**src/rtl/seg7_scan_mux.sv**
```systemverilog
// N-digit multiplexed seven-segment driver with tear-free shadowed updates,
// per-digit decimal points and optional leading-zero blanking.
module seg7_scan_mux #(
    parameter int unsigned DIGITS      = 4,
    parameter int unsigned REFRESH_DIV = 100000,
    parameter int unsigned ACTIVE_LOW  = 1
) (
    input  logic                  clk_sys,
    input  logic                  rst,
    input  logic                  upd_vld,
    input  logic [4*DIGITS-1:0]   upd_data,
    input  logic [DIGITS-1:0]     upd_dp,
    input  logic                  lz_blank,
    output logic [DIGITS-1:0]     seg_select_out,
    output logic [7:0]            hex_out,
    output logic                  frame_done
);

    localparam int unsigned IDX_W  = (DIGITS > 1) ? $clog2(DIGITS) : 1;
    localparam int unsigned DIV_W  = (REFRESH_DIV > 1) ? $clog2(REFRESH_DIV) : 1;
    localparam int unsigned DATA_W = 4 * DIGITS;

    localparam logic [7:0]        HEX_OFF = (ACTIVE_LOW != 0) ? 8'hFF : 8'h00;
    localparam logic [DIGITS-1:0] SEL_OFF = (ACTIVE_LOW != 0) ? {DIGITS{1'b1}} : '0;

    logic [DIV_W-1:0]  r_div_cnt;
    logic [IDX_W-1:0]  r_idx;
    logic [DATA_W-1:0] r_shad_data;
    logic [DIGITS-1:0] r_shad_dp;
    logic [DATA_W-1:0] r_disp_data;
    logic [DIGITS-1:0] r_disp_dp;
    logic              r_pend;
    logic [DIGITS-1:0] r_sel;
    logic [7:0]        r_hex;
    logic              r_frame_done;

    logic              w_tick;
    logic              w_last;
    logic              w_wrap;
    logic [3:0]        w_nib;
    logic              w_dp;
    logic              w_blank;
    logic [6:0]        w_seg;
    logic [7:0]        w_hex;
    logic [DIGITS-1:0] w_sel;

    function automatic logic [6:0] f_decode(input logic [3:0] nib);
        logic [6:0] seg;
        case (nib)
            4'h0: seg = 7'h3F;
            4'h1: seg = 7'h06;
            4'h2: seg = 7'h5B;
            4'h3: seg = 7'h4F;
            4'h4: seg = 7'h66;
            4'h5: seg = 7'h6D;
            4'h6: seg = 7'h7D;
            4'h7: seg = 7'h07;
            4'h8: seg = 7'h7F;
            4'h9: seg = 7'h6F;
            4'hA: seg = 7'h77;
            4'hB: seg = 7'h7C;
            4'hC: seg = 7'h39;
            4'hD: seg = 7'h5E;
            4'hE: seg = 7'h79;
            default: seg = 7'h71;
        endcase
        return seg;
    endfunction

    assign w_tick = (r_div_cnt == DIV_W'(REFRESH_DIV - 1));
    assign w_last = (r_idx == IDX_W'(DIGITS - 1));
    assign w_wrap = w_tick & w_last;

    // Prescaler and digit index
    always_ff @(posedge clk_sys or posedge rst) begin
        if (rst) begin
            r_div_cnt <= '0;
            r_idx     <= '0;
        end else begin
            r_div_cnt <= w_tick ? '0 : r_div_cnt + DIV_W'(1);
            if (w_tick) begin
                r_idx <= w_last ? '0 : r_idx + IDX_W'(1);
            end
        end
    end

    // Shadow holds new data until the frame boundary so a frame never mixes old and new digits
    always_ff @(posedge clk_sys or posedge rst) begin
        if (rst) begin
            r_shad_data <= '0;
            r_shad_dp   <= '0;
            r_disp_data <= '0;
            r_disp_dp   <= '0;
            r_pend      <= 1'b0;
        end else if (upd_vld) begin
            r_shad_data <= upd_data;
            r_shad_dp   <= upd_dp;
            if (w_wrap) begin
                r_disp_data <= upd_data;
                r_disp_dp   <= upd_dp;
                r_pend      <= 1'b0;
            end else begin
                r_pend      <= 1'b1;
            end
        end else if (w_wrap && r_pend) begin
            r_disp_data <= r_shad_data;
            r_disp_dp   <= r_shad_dp;
            r_pend      <= 1'b0;
        end
    end

    // Select current nibble; a digit is blank when it and every digit to its left are zero
    always_comb begin
        logic hi_zero;
        w_nib   = '0;
        w_dp    = 1'b0;
        w_blank = 1'b0;
        hi_zero = 1'b1;
        for (int k = DIGITS - 1; k >= 0; k--) begin
            hi_zero = hi_zero & (r_disp_data[4*k +: 4] == 4'h0);
            if (r_idx == IDX_W'(k)) begin
                w_nib   = r_disp_data[4*k +: 4];
                w_dp    = r_disp_dp[k];
                w_blank = lz_blank && (k != 0) && hi_zero;
            end
        end
    end

    assign w_seg = w_blank ? 7'h00 : f_decode(w_nib);
    assign w_hex = {w_dp, w_seg};
    assign w_sel = DIGITS'(1) << r_idx;

    always_ff @(posedge clk_sys or posedge rst) begin
        if (rst) begin
            r_sel        <= SEL_OFF;
            r_hex        <= HEX_OFF;
            r_frame_done <= 1'b0;
        end else begin
            r_sel        <= (ACTIVE_LOW != 0) ? ~w_sel : w_sel;
            r_hex        <= (ACTIVE_LOW != 0) ? ~w_hex : w_hex;
            r_frame_done <= w_wrap;
        end
    end

    assign seg_select_out = r_sel;
    assign hex_out        = r_hex;
    assign frame_done     = r_frame_done;

endmodule

```
**config.mk**
```make
export PLATFORM = sky130hd
export DESIGN_NAME = seg7_scan_mux
export DESIGN_NICKNAME = d
export VERILOG_FILES = /design/src/rtl/seg7_scan_mux.sv
export SDC_FILE = /design/constraint.sdc
export NUM_CORES = 1
export LEC_CHECK = 0
export ABC_AREA = 1
export CAP_MARGIN = 20
export CORE_ASPECT_RATIO = 1.75
export CORE_MARGIN = 1
export CORE_UTILIZATION = 50
export CTS_CLUSTER_SIZE = 24
export DETAILED_ROUTE_END_ITERATION = 12
export GPL_TIMING_DRIVEN = 0
export PLACE_DENSITY = 0.74
export SLEW_MARGIN = 20
export SYNTH_ARGS = -nofsm -noshare
export SYNTH_HDL_FRONTEND = slang
export SYNTH_SLANG_ARGS = --single-unit
```
**constraint.sdc**
```tcl
create_clock -name clk_sys -period 2.3 [get_ports clk_sys]
set_input_delay 0.46 -clock clk_sys [delete_from_list [all_inputs] [get_ports clk_sys]]
set_output_delay 0.46 -clock clk_sys [all_outputs]
set_load 0.01 [all_outputs]
```
==> results.sh <==
export IMPL_wire_per_inst_microns=12.8
export IMPL_syn_to_final_growth_pct=22.1
export IMPL_layout_nets=529
export IMPL_overflow=0
export IMPL_die_h_microns=114
export IMPL_timing_rr_end="hex_out[0]"
export IMPL_firstDrtPassIters=6
export IMPL_grt_pass1_vias=2933
export IMPL_n_fill_cell=634
export IMPL_crit_type="flop to flop"
export IMPL_clk_pin_slew_ps=60
export IMPL_cts_sinks=73
export IMPL_required_ps=2550
export IMPL_crit_arrival_ps=2340
export IMPL_avgSynthCellArea_sq_um=8.08
export IMPL_status="complete, no violations"
export IMPL_cp_max_fo=9
export IMPL_clk_latency_ps=330
export IMPL_worstMarginPinSlew_ps=458
export IMPL_gp_congestion=0.963
export IMPL_routed_wl_mm=7.50
export IMPL_utilization=0.638
export IMPL_cts_hold_buf=0
export IMPL_ir_worst_vdd_uv=604
export IMPL_syn_instance_count=447
export IMPL_cts_root_buffer_cell="clkbuf_16"
export IMPL_ff2ff_path_depth=15
export IMPL_final_common_cell="nand2_1"
export IMPL_grt_pass1_wl_mm=13.0
export IMPL_cts_buffer_depth=2
export IMPL_ys_warn_count=0
export IMPL_layout_area_seq_sq_um=1840
export IMPL_cts_buffers=9
export IMPL_ys_seq_elements=73
export IMPL_layout_cells_most_common_list="169 x nand2_1, 60 x dfrtp_1, 48 x nand3_1, 36 x clkdlybuf4s50_1, 32 x inv_1"
export IMPL_yosysUniqueCellTypes=32
export IMPL_vias=2909
export IMPL_antenna_found_initial=0
export IMPL_worst_slack_ps=208
export IMPL_clock_skew_ps=7.66
export IMPL_ant_nets=0
export IMPL_start_kind="flop"
export IMPL_hold_class="input pin to asynchronous set/reset pin"
export IMPL_core_region_area_sq_um=6910
export IMPL_cts_tree="yes"
export IMPL_port_buffers=36
export IMPL_die_area_sq_um=7580
export IMPL_post_route_period_util=0.910
export IMPL_power_leakage_uw=0.00227
export IMPL_reg2reg_slack_ps=210
export IMPL_route_detailed_vias_per_inst=4.98
export IMPL_place_area_sq_um=4110
export IMPL_power_density_nw_per_um2=636
export IMPL_layout_min_cycle_time_ps=2090
export IMPL_relSlewSlack=0.695
export IMPL_multiInputGateArea_sq_um=1520
export IMPL_worstSetupEndpointType="flop"
export IMPL_drv_slew=0
export IMPL_rows=40
export IMPL_grt_max_degree=58
export IMPL_htreeDepth=3
export IMPL_die_w_microns=66.3
export IMPL_ys_seq_area_frac=0.510
export IMPL_ios=37
export IMPL_finalInstanceArea_sq_um=4410
export IMPL_antennaDiodeCount=0
export IMPL_cap_violations=0
export IMPL_rsz0062_at_grt="no"
export IMPL_hold_viol=0
export IMPL_syn_num_nets=481
export IMPL_r2r_start="r_idx[0]"
export IMPL_drc=0
export IMPL_dp_slack_ps=-8.64
export IMPL_dpl_hpwl_mm=5.84
export IMPL_drive_gt1_frac=0.112
export IMPL_start_util=0.523
export IMPL_syn_area_sq_um=3610
export IMPL_max_freq_mhz=478
export IMPL_track_usage=0.231
export IMPL_p_total_uw=2800
export IMPL_first_iter_violations=159
export IMPL_setup_tns_ps=0
export IMPL_finalSetupViolations=0
==> timing repair <==
item | in CTS | in global routing
endpoints found under the setup margin | 2 | 2
resized for setup | 0 | 3
buffers inserted | 1 | 0
==> worst max-delay path, cell delays in order (launching register included) <==
cell and delay, ps:
dfrtp_2 440, inv_1 100, ha_1 140, clkbuf_4 200, inv_4 70, nand2_1 70, nand3_1 70, a21oi_2 160
inv_1 90, ha_1 240, inv_1 100, nand3_1 80, nand2_1 80, clkinv_1 60, nand2_1 50, nand3_1 60
==> kinds of logic (layout without fill, tap and decap cells) <==
kind of cell	Yosys count	in the layout	synth area share
AND/OR/NAND/NOR	272	272	0.325
flip-flops	73	73	0.510
buffers and inverters	57	110	0.0693
AO/OA/AOI/OAI	26	26	0.0398
adder cells (fa/ha/maj)	10	10	0.0346
XOR/XNOR	9	9	0.0218
==> Yosys cell counts <==
library cell,instances,area share
o21ai_0,9,0.012
clkinv_1,1,0.0010
dfstp_2,12,0.087
a21oi_1,11,0.015
o311ai_0,1,0.0024
inv_2,9,0.0094
or2_0,2,0.0035
inv_4,1,0.0017
a21oi_2,1,0.0024
xor2_1,9,0.022
nand3b_1,2,0.0042
ha_1,10,0.035
nor2_2,3,0.0052
inv_1,33,0.034
nor3_1,6,0.0083
or2_1,1,0.0017
buf_2,3,0.0042
nor2_1,26,0.027
clkbuf_1,6,0.0062
o21ai_1,2,0.0028
nor2_8,1,0.0055
nor2_4,1,0.0031
nand2_4,1,0.0031
nand4_1,8,0.014
dfrtp_1,61,0.42
nor4_1,2,0.0035
o21ai_2,1,0.0024
o31ai_1,1,0.0021
buf_6,4,0.012
nand2_2,2,0.0035
nand2_1,169,0.18
nand3_1,48,0.067
==> layer usage <==
| metal | routed length [microns] | GRT usage | share of wire | up-vias |
|---|---|---|---|---|
| met5 | 0 | 0 | 0 | - |
| met4 | 372 | 0.162 | 0.050 | 0 |
| met3 | 197 | 0.0408 | 0.026 | 28 |
| met2 | 4080 | 0.413 | 0.54 | 58 |
| met1 | 2840 | 0.234 | 0.38 | 1315 |
| li1 | - | - | - | 1508 |
==> stage by stage <==
| stage | instances | hold WS, ps |
|---|---|---|
| 6_report | 584 | 417 |
| 5_1_grt | 584 | 448 |
| 4_1_cts | 585 | 415 |
| 3_5_place_dp | 568 | 456 |
| 3_3_place_gp | 567 | 449 |
| 2_1_floorplan | 447 | 405 |
==> cell type report <==
class,count,area share
clock buffer,13,0.0568
multi-input combinational,317,0.345
inverter,44,0.0386
buffer,12,0.0182
sequential,73,0.418
timing repair buffer,38,0.0897
tap,84,0.0238
clock inverter,3,0.00965
==> flip-flops by register name, summed over array words and instances, names as in the netlist <==
name / count
hex_out: 8
r_shad_data: 16
r_div_cnt: 17
r_disp_data: 16
r_pend: 1
r_disp_dp: 4
frame_done: 1
seg_select_out: 4
r_idx: 2
r_shad_dp: 4
==> where the power goes <==
| group | switching, uW | internal [uW] |
|---|---|---|
| Combinational | 66.3 | 54.8 |
| Sequential | 8.26 | 1320 |
| Clock | 489 | 867 |
==> worst max path at each step <==
stage,from,end,cells past startpoint
after floorplan,rst,frame_done,1
after global placement,rst,r_disp_data[8],2
after detailed placement,r_idx[0],hex_out[0],14
after CTS,r_idx[0],hex_out[0],14
after global routing,r_idx[1],hex_out[0],14
final,r_idx[0],hex_out[0],15
Note: power is estimated with default switching activity, not from simulation.
==> RTL edit 1: new RTL, config.mk and constraints unchanged <==
Register the inputs `upd_vld`, `upd_data`, `upd_dp` and `lz_blank` before use, cleared by the reset. The logic sees them one clock later.
--- a/src/rtl/seg7_scan_mux.sv
+++ b/src/rtl/seg7_scan_mux.sv
@@ -23,4 +23,23 @@
     localparam logic [7:0]        HEX_OFF = (ACTIVE_LOW != 0) ? 8'hFF : 8'h00;
     localparam logic [DIGITS-1:0] SEL_OFF = (ACTIVE_LOW != 0) ? {DIGITS{1'b1}} : '0;
+
+    logic upd_vld_q;
+    logic [4*DIGITS-1:0] upd_data_q;
+    logic [DIGITS-1:0] upd_dp_q;
+    logic lz_blank_q;
+
+    always_ff @(posedge clk_sys or posedge rst) begin
+        if (rst) begin
+            upd_vld_q  <= '0;
+            upd_data_q <= '0;
+            upd_dp_q   <= '0;
+            lz_blank_q <= '0;
+        end else begin
+            upd_vld_q  <= upd_vld;
+            upd_data_q <= upd_data;
+            upd_dp_q   <= upd_dp;
+            lz_blank_q <= lz_blank;
+        end
+    end
 
     logic [DIV_W-1:0]  r_div_cnt;
@@ -93,10 +112,10 @@
             r_disp_dp   <= '0;
             r_pend      <= 1'b0;
-        end else if (upd_vld) begin
-            r_shad_data <= upd_data;
-            r_shad_dp   <= upd_dp;
+        end else if (upd_vld_q) begin
+            r_shad_data <= upd_data_q;
+            r_shad_dp   <= upd_dp_q;
             if (w_wrap) begin
-                r_disp_data <= upd_data;
-                r_disp_dp   <= upd_dp;
+                r_disp_data <= upd_data_q;
+                r_disp_dp   <= upd_dp_q;
                 r_pend      <= 1'b0;
             end else begin
@@ -122,5 +141,5 @@
                 w_nib   = r_disp_data[4*k +: 4];
                 w_dp    = r_disp_dp[k];
-                w_blank = lz_blank && (k != 0) && hi_zero;
+                w_blank = lz_blank_q && (k != 0) && hi_zero;
             end
         end
Check against the original RTL: no difference found for any inputs over 10 cycles, from zero or initial values and one cycle with rst high; that may be too few to reach the edited logic, so the function may still have changed.
==> RTL edit 1 against the unedited design <==
- the flow now finishes with violations (design-rule violations)
- non-clock buffer count grew 2
- routed wire length grew 11%
- global-route usage shrank 1.6 points
- sequential share of layout area grew 5.9 points
- setup slack lost 0.011 ns
- first-iteration DRC count grew 31%
- sequential cell count grew 22
- cell count grew 4.8%
- largest power group is now registers
- final area grew 14%
- clock skew shrank 0.0013 ns
- synthesized area grew 16%
- total power grew 20%
==> RTL edit 1: results (changes against the unedited design) <==
MET3WIRELENGTH_UM=177  # -10%
DRC_ERRORS=2  # +2
YS_TOP_CELLS_BY_COUNT='sky130_fd_sc_hd__nand2_1, sky130_fd_sc_hd__dfrtp_1, sky130_fd_sc_hd__nand3_1, sky130_fd_sc_hd__inv_1, sky130_fd_sc_hd__nor2_1'
POWER.SWITCHING_mW=0.6845  # +21%
SYN-NUM-NETS=502  # +4.4%
SYNTH.TOP_CELLS.BY_AREA='sky130_fd_sc_hd__dfrtp_1, sky130_fd_sc_hd__nand2_1, sky130_fd_sc_hd__dfstp_2'
TIMING.FINAL.CRIT_PERIOD_NS=2.103  # +0.01099 ns
FAILED_CHECKS='design-rule violations'
VIASPERCELL=5.194  # +4.3%
OUTCOME='finished, violations left'
SHARE_OF_CELLS_ABOVE_DRIVE_STRENGTH_1_PCT=11.49  # +0.29 points
WORST_HOLD_PATH_TYPE='reg2reg'
SEQ_AREA_FRAC_SYNTH_PCT=57.13  # +6.1 points
TIMING.REG2REG.WORST_PATH_DEPTH=16  # +1
MET3_USAGE_PCT=3.423  # -0.66 points
PLACE_INST=596  # +4.9%
GR-USAGE-ALL-LAYERS_PCT=21.53  # -1.6 points
FIRST_GLOBAL_VIAS=3247  # +11%
SLEW_HEADROOM_PCT=57.27  # -12 points
POST_SYNTH_NUM_CELL_TYPES=36  # +13%
CELLLEAKAGEPOWER_nW=2.553  # +12%
FINALWIRELENGTH_UM=8287  # +11%
GP_CONGESTION=0.9231  # -4.1%
LAYOUTNONFILLERINSTCOUNT=612  # +4.8%
GLOBALROUTEMET1UTIL_PCT=22.62  # -0.78 points
-- RTL edit 1: cell types whose count changed after synthesis, sizes merged, moves of 2 or more --
| cell | change |
|---|---|
| nor2 | +4 |
| nand4 | -2 |
| nand2 | +2 |
| buf | +2 |
| dfrtp | +22 |
| xor2 | -2 |
| o21ai | -4 |
-- RTL edit 1: final cells by class --
class	instances	area [um2]
multi-input cells	316	1543
fillers	681	3003
flip-flops and latches	95	2394
clock buffers	13	260.3
inverters	43	167.7
repair buffers	38	400.4
well taps	90	112.6
clock inverters	3	42.54
plain buffers	14	93.84
-- RTL edit 1: worst max-delay path: cells and delay by family, from the launching register on --
kind	cells	cell delay (ns)
buffers and inverters	6	0.58
flip-flops	1	0.41
adder cells (fa/ha/maj)	2	0.41
AND/OR/NAND/NOR	8	0.64
-- RTL edit 1: cell families after synthesis --
kind of cell / synth area share, %
simple gates: 28.71
flops: 57.13
buf+inv: 6.095
compound gates: 3.406
fa+ha+maj: 2.988
xor+xnor: 1.673
-- RTL edit 1: worst min path at each step --
stage	startpoint	end	slack [ns]	cells after the start
2_1_floorplan	r_disp_dp[0]	hex_out[7]	0.39	1
3_3_place_gp	r_disp_dp[0]	hex_out[7]	0.41	1
3_5_place_dp	r_disp_dp[0]	hex_out[7]	0.41	1
4_1_cts	r_disp_dp[0]	hex_out[7]	0.43	1
5_1_grt	r_disp_dp[0]	hex_out[7]	0.46	1
6_report	r_disp_dp[0]	hex_out[7]	0.43	1
-- RTL edit 1: repair_timing --
| action | 4_1_cts | 5_1_grt |
|---|---|---|
| setup endpoints to repair | 0 | 2 |
| setup buffers | 0 | 0 |
| gates resized for setup | 0 | 3 |
==> RTL edit 2: new RTL, same settings <==
Made on the original files. Change the parameter `DIGITS` from 4 to 16.
--- a/src/rtl/seg7_scan_mux.sv
+++ b/src/rtl/seg7_scan_mux.sv
@@ -2,5 +2,5 @@
 // per-digit decimal points and optional leading-zero blanking.
 module seg7_scan_mux #(
-    parameter int unsigned DIGITS      = 4,
+    parameter int unsigned DIGITS      = 16,
     parameter int unsigned REFRESH_DIV = 100000,
     parameter int unsigned ACTIVE_LOW  = 1
Interface: changed (resized seg_select_out, upd_data and upd_dp); port bits go from 37 to 109. No check against the original RTL was run, so the function may have changed too.
==> RTL edit 2 against the unedited design <==
- synthesized cell count grew to 2.7 times the old value
- the run now ends with negative setup slack left
- final area grew to 2.8 times the old value
- routed wire length grew to 3.3 times the old value
- non-clock buffer count grew 124
- synthesized area grew to 2.7 times the old value
- setup slack lost 0.72 ns
- critical path type unchanged
- total power grew to 2.7 times the old value
- sequential cell count grew 134
==> RTL edit 2: results (changes against the unedited design) <==
OUTCOME='finished, violations left'
FAILED_CHECKS='negative setup slack'
DPL.HPWL_UM=18140  # +210%
FINALWIRELENGTH_UM=24750  # +230%
WORST_IR_DROP_VDD_V=0.0006091  # +0.84%
SYNTH.TOP_CELLS.BY_AREA='sky130_fd_sc_hd__dfrtp_1, sky130_fd_sc_hd__nand2_1, sky130_fd_sc_hd__dfstp_2'
TIMING.FINAL.SETUP_VIOLATIONS=8  # +8
YS_TOP_CELLS_BY_COUNT='sky130_fd_sc_hd__nand2_1, sky130_fd_sc_hd__dfrtp_1, sky130_fd_sc_hd__inv_1, sky130_fd_sc_hd__o21ai_0, sky130_fd_sc_hd__nor2_1'
DETAILEDROUTE.FIRSTITERATIONVIOLATIONS=518  # +230%
SKEW_NS=0.01869  # +0.01103 ns
FINAL.SETUP.TNS_NS=-3.140  # -3.140 ns
PLACED_CELL_AREA_UM2=11300  # +180%
DETAILROUTE.VIA_COUNT=8225  # +180%
SEQ_AREA_FRAC_SYNTH_PCT=53.56  # +2.6 points
PATH_DELAY_FAMILY='simple AND/OR/NAND/NOR gates'
FIRST_GLOBAL_VIAS=8231  # +180%
MAX_STAGE_DELAY_ON_CRIT_PATH_NS=0.46  # +0.02 ns
REG_TOP3='r_disp_data x64, r_shad_data x64, r_div_cnt x17'
PATH_MAX_FANOUT=5  # -4
PORTBUFFERS=107  # +200%
CRITPATHARRIVALTIME_NS=3.26  # +0.92 ns
VIASPERCELL=5.055  # +1.5%
CLK-INSERTION-DELAY-LATE_NS=0.51  # +0.18 ns
DESIGN.FINAL.NETS=1470  # +180%
GP_CONGESTION=0.9047  # -6.0%
SHARE_OF_CELLS_ABOVE_DRIVE_STRENGTH_1_PCT=15.30  # +4.1 points
WIRE_LENGTH_OF_THE_FIRST_GLOBAL_ROUTING_PASS_UM=39570  # +210%
PLACE_INST=1572  # +180%
CTS.PATH.MAX_BUFFERS=3  # +1
CTS_MADE_BUFFERS=19  # +10
GRT_START_MAX_NET_PINS=36  # -38%
SETUP_SLACK_NS=-0.5167  # -0.7244 ns
-- RTL edit 2: what timing repair did --
item / in CTS / in global routing
hold endpoints to repair: 0 / 0
resized for setup: 43 / 45
setup buffers: 17 / 5
pin swaps: 26 / 33
hold buffers: 0 / 0
setup endpoints to repair: 88 / 86
-- RTL edit 2: cells by family after synthesis --
group | count (synthesis) | share of synthesized area (%)
flip-flops | 207 | 53.56
buffers and inverters | 185 | 7.628
AO/OA/AOI/OAI | 133 | 7.281
AND/OR/NAND/NOR | 678 | 29.77
XOR/XNOR | 1 | 0.09006
adder cells (fa/ha/maj) | 13 | 1.672
-- RTL edit 2: path summary, 6_finish.rpt --
check,from,to,slack [ns],cells past startpoint
hold reg to reg,r_shad_data[50],r_shad_data[50],0.47,2
setup reg to reg,r_idx[0],hex_out[6],-0.52,27
setup / recovery,r_idx[0],hex_out[6],-0.52,27
max in group asynchronous,rst,r_shad_data[60],0.79,6
hold / removal,rst,r_shad_data[26],0.35,2
min in group clk_sys,r_shad_data[50],r_shad_data[50],0.47,2
-- RTL edit 2: power by group --
part	internal (mW)	switching [mW]	total, mW
clock	1.83	1.40	3.23
combinational	0.210	0.265	0.475
sequential	3.76	0.0326	3.80
-- RTL edit 2: layout make-up --
cell class,count,area (um2),share of cell area [%]
buffer,39,214.0,1.722
sequential,207,5213,41.95
multi-input combinational,825,4055,32.63
clock inverter,9,111.4,0.8961
clock buffer,25,518.0,4.168
tap,241,301.5,2.427
inverter,146,589.3,4.742
timing repair buffer,135,1425,11.47
-- RTL edit 2: layer usage --
layer / track usage (%) / part of all wire [%] / up-vias
met5: 0 / 0 / -
met1: 27.45 / 38 / 3887
li1: - / - / 4068
met3: 2.934 / 3.1 / 82
met2: 47.20 / 55 / 188
met4: 13.28 / 4.8 / 0
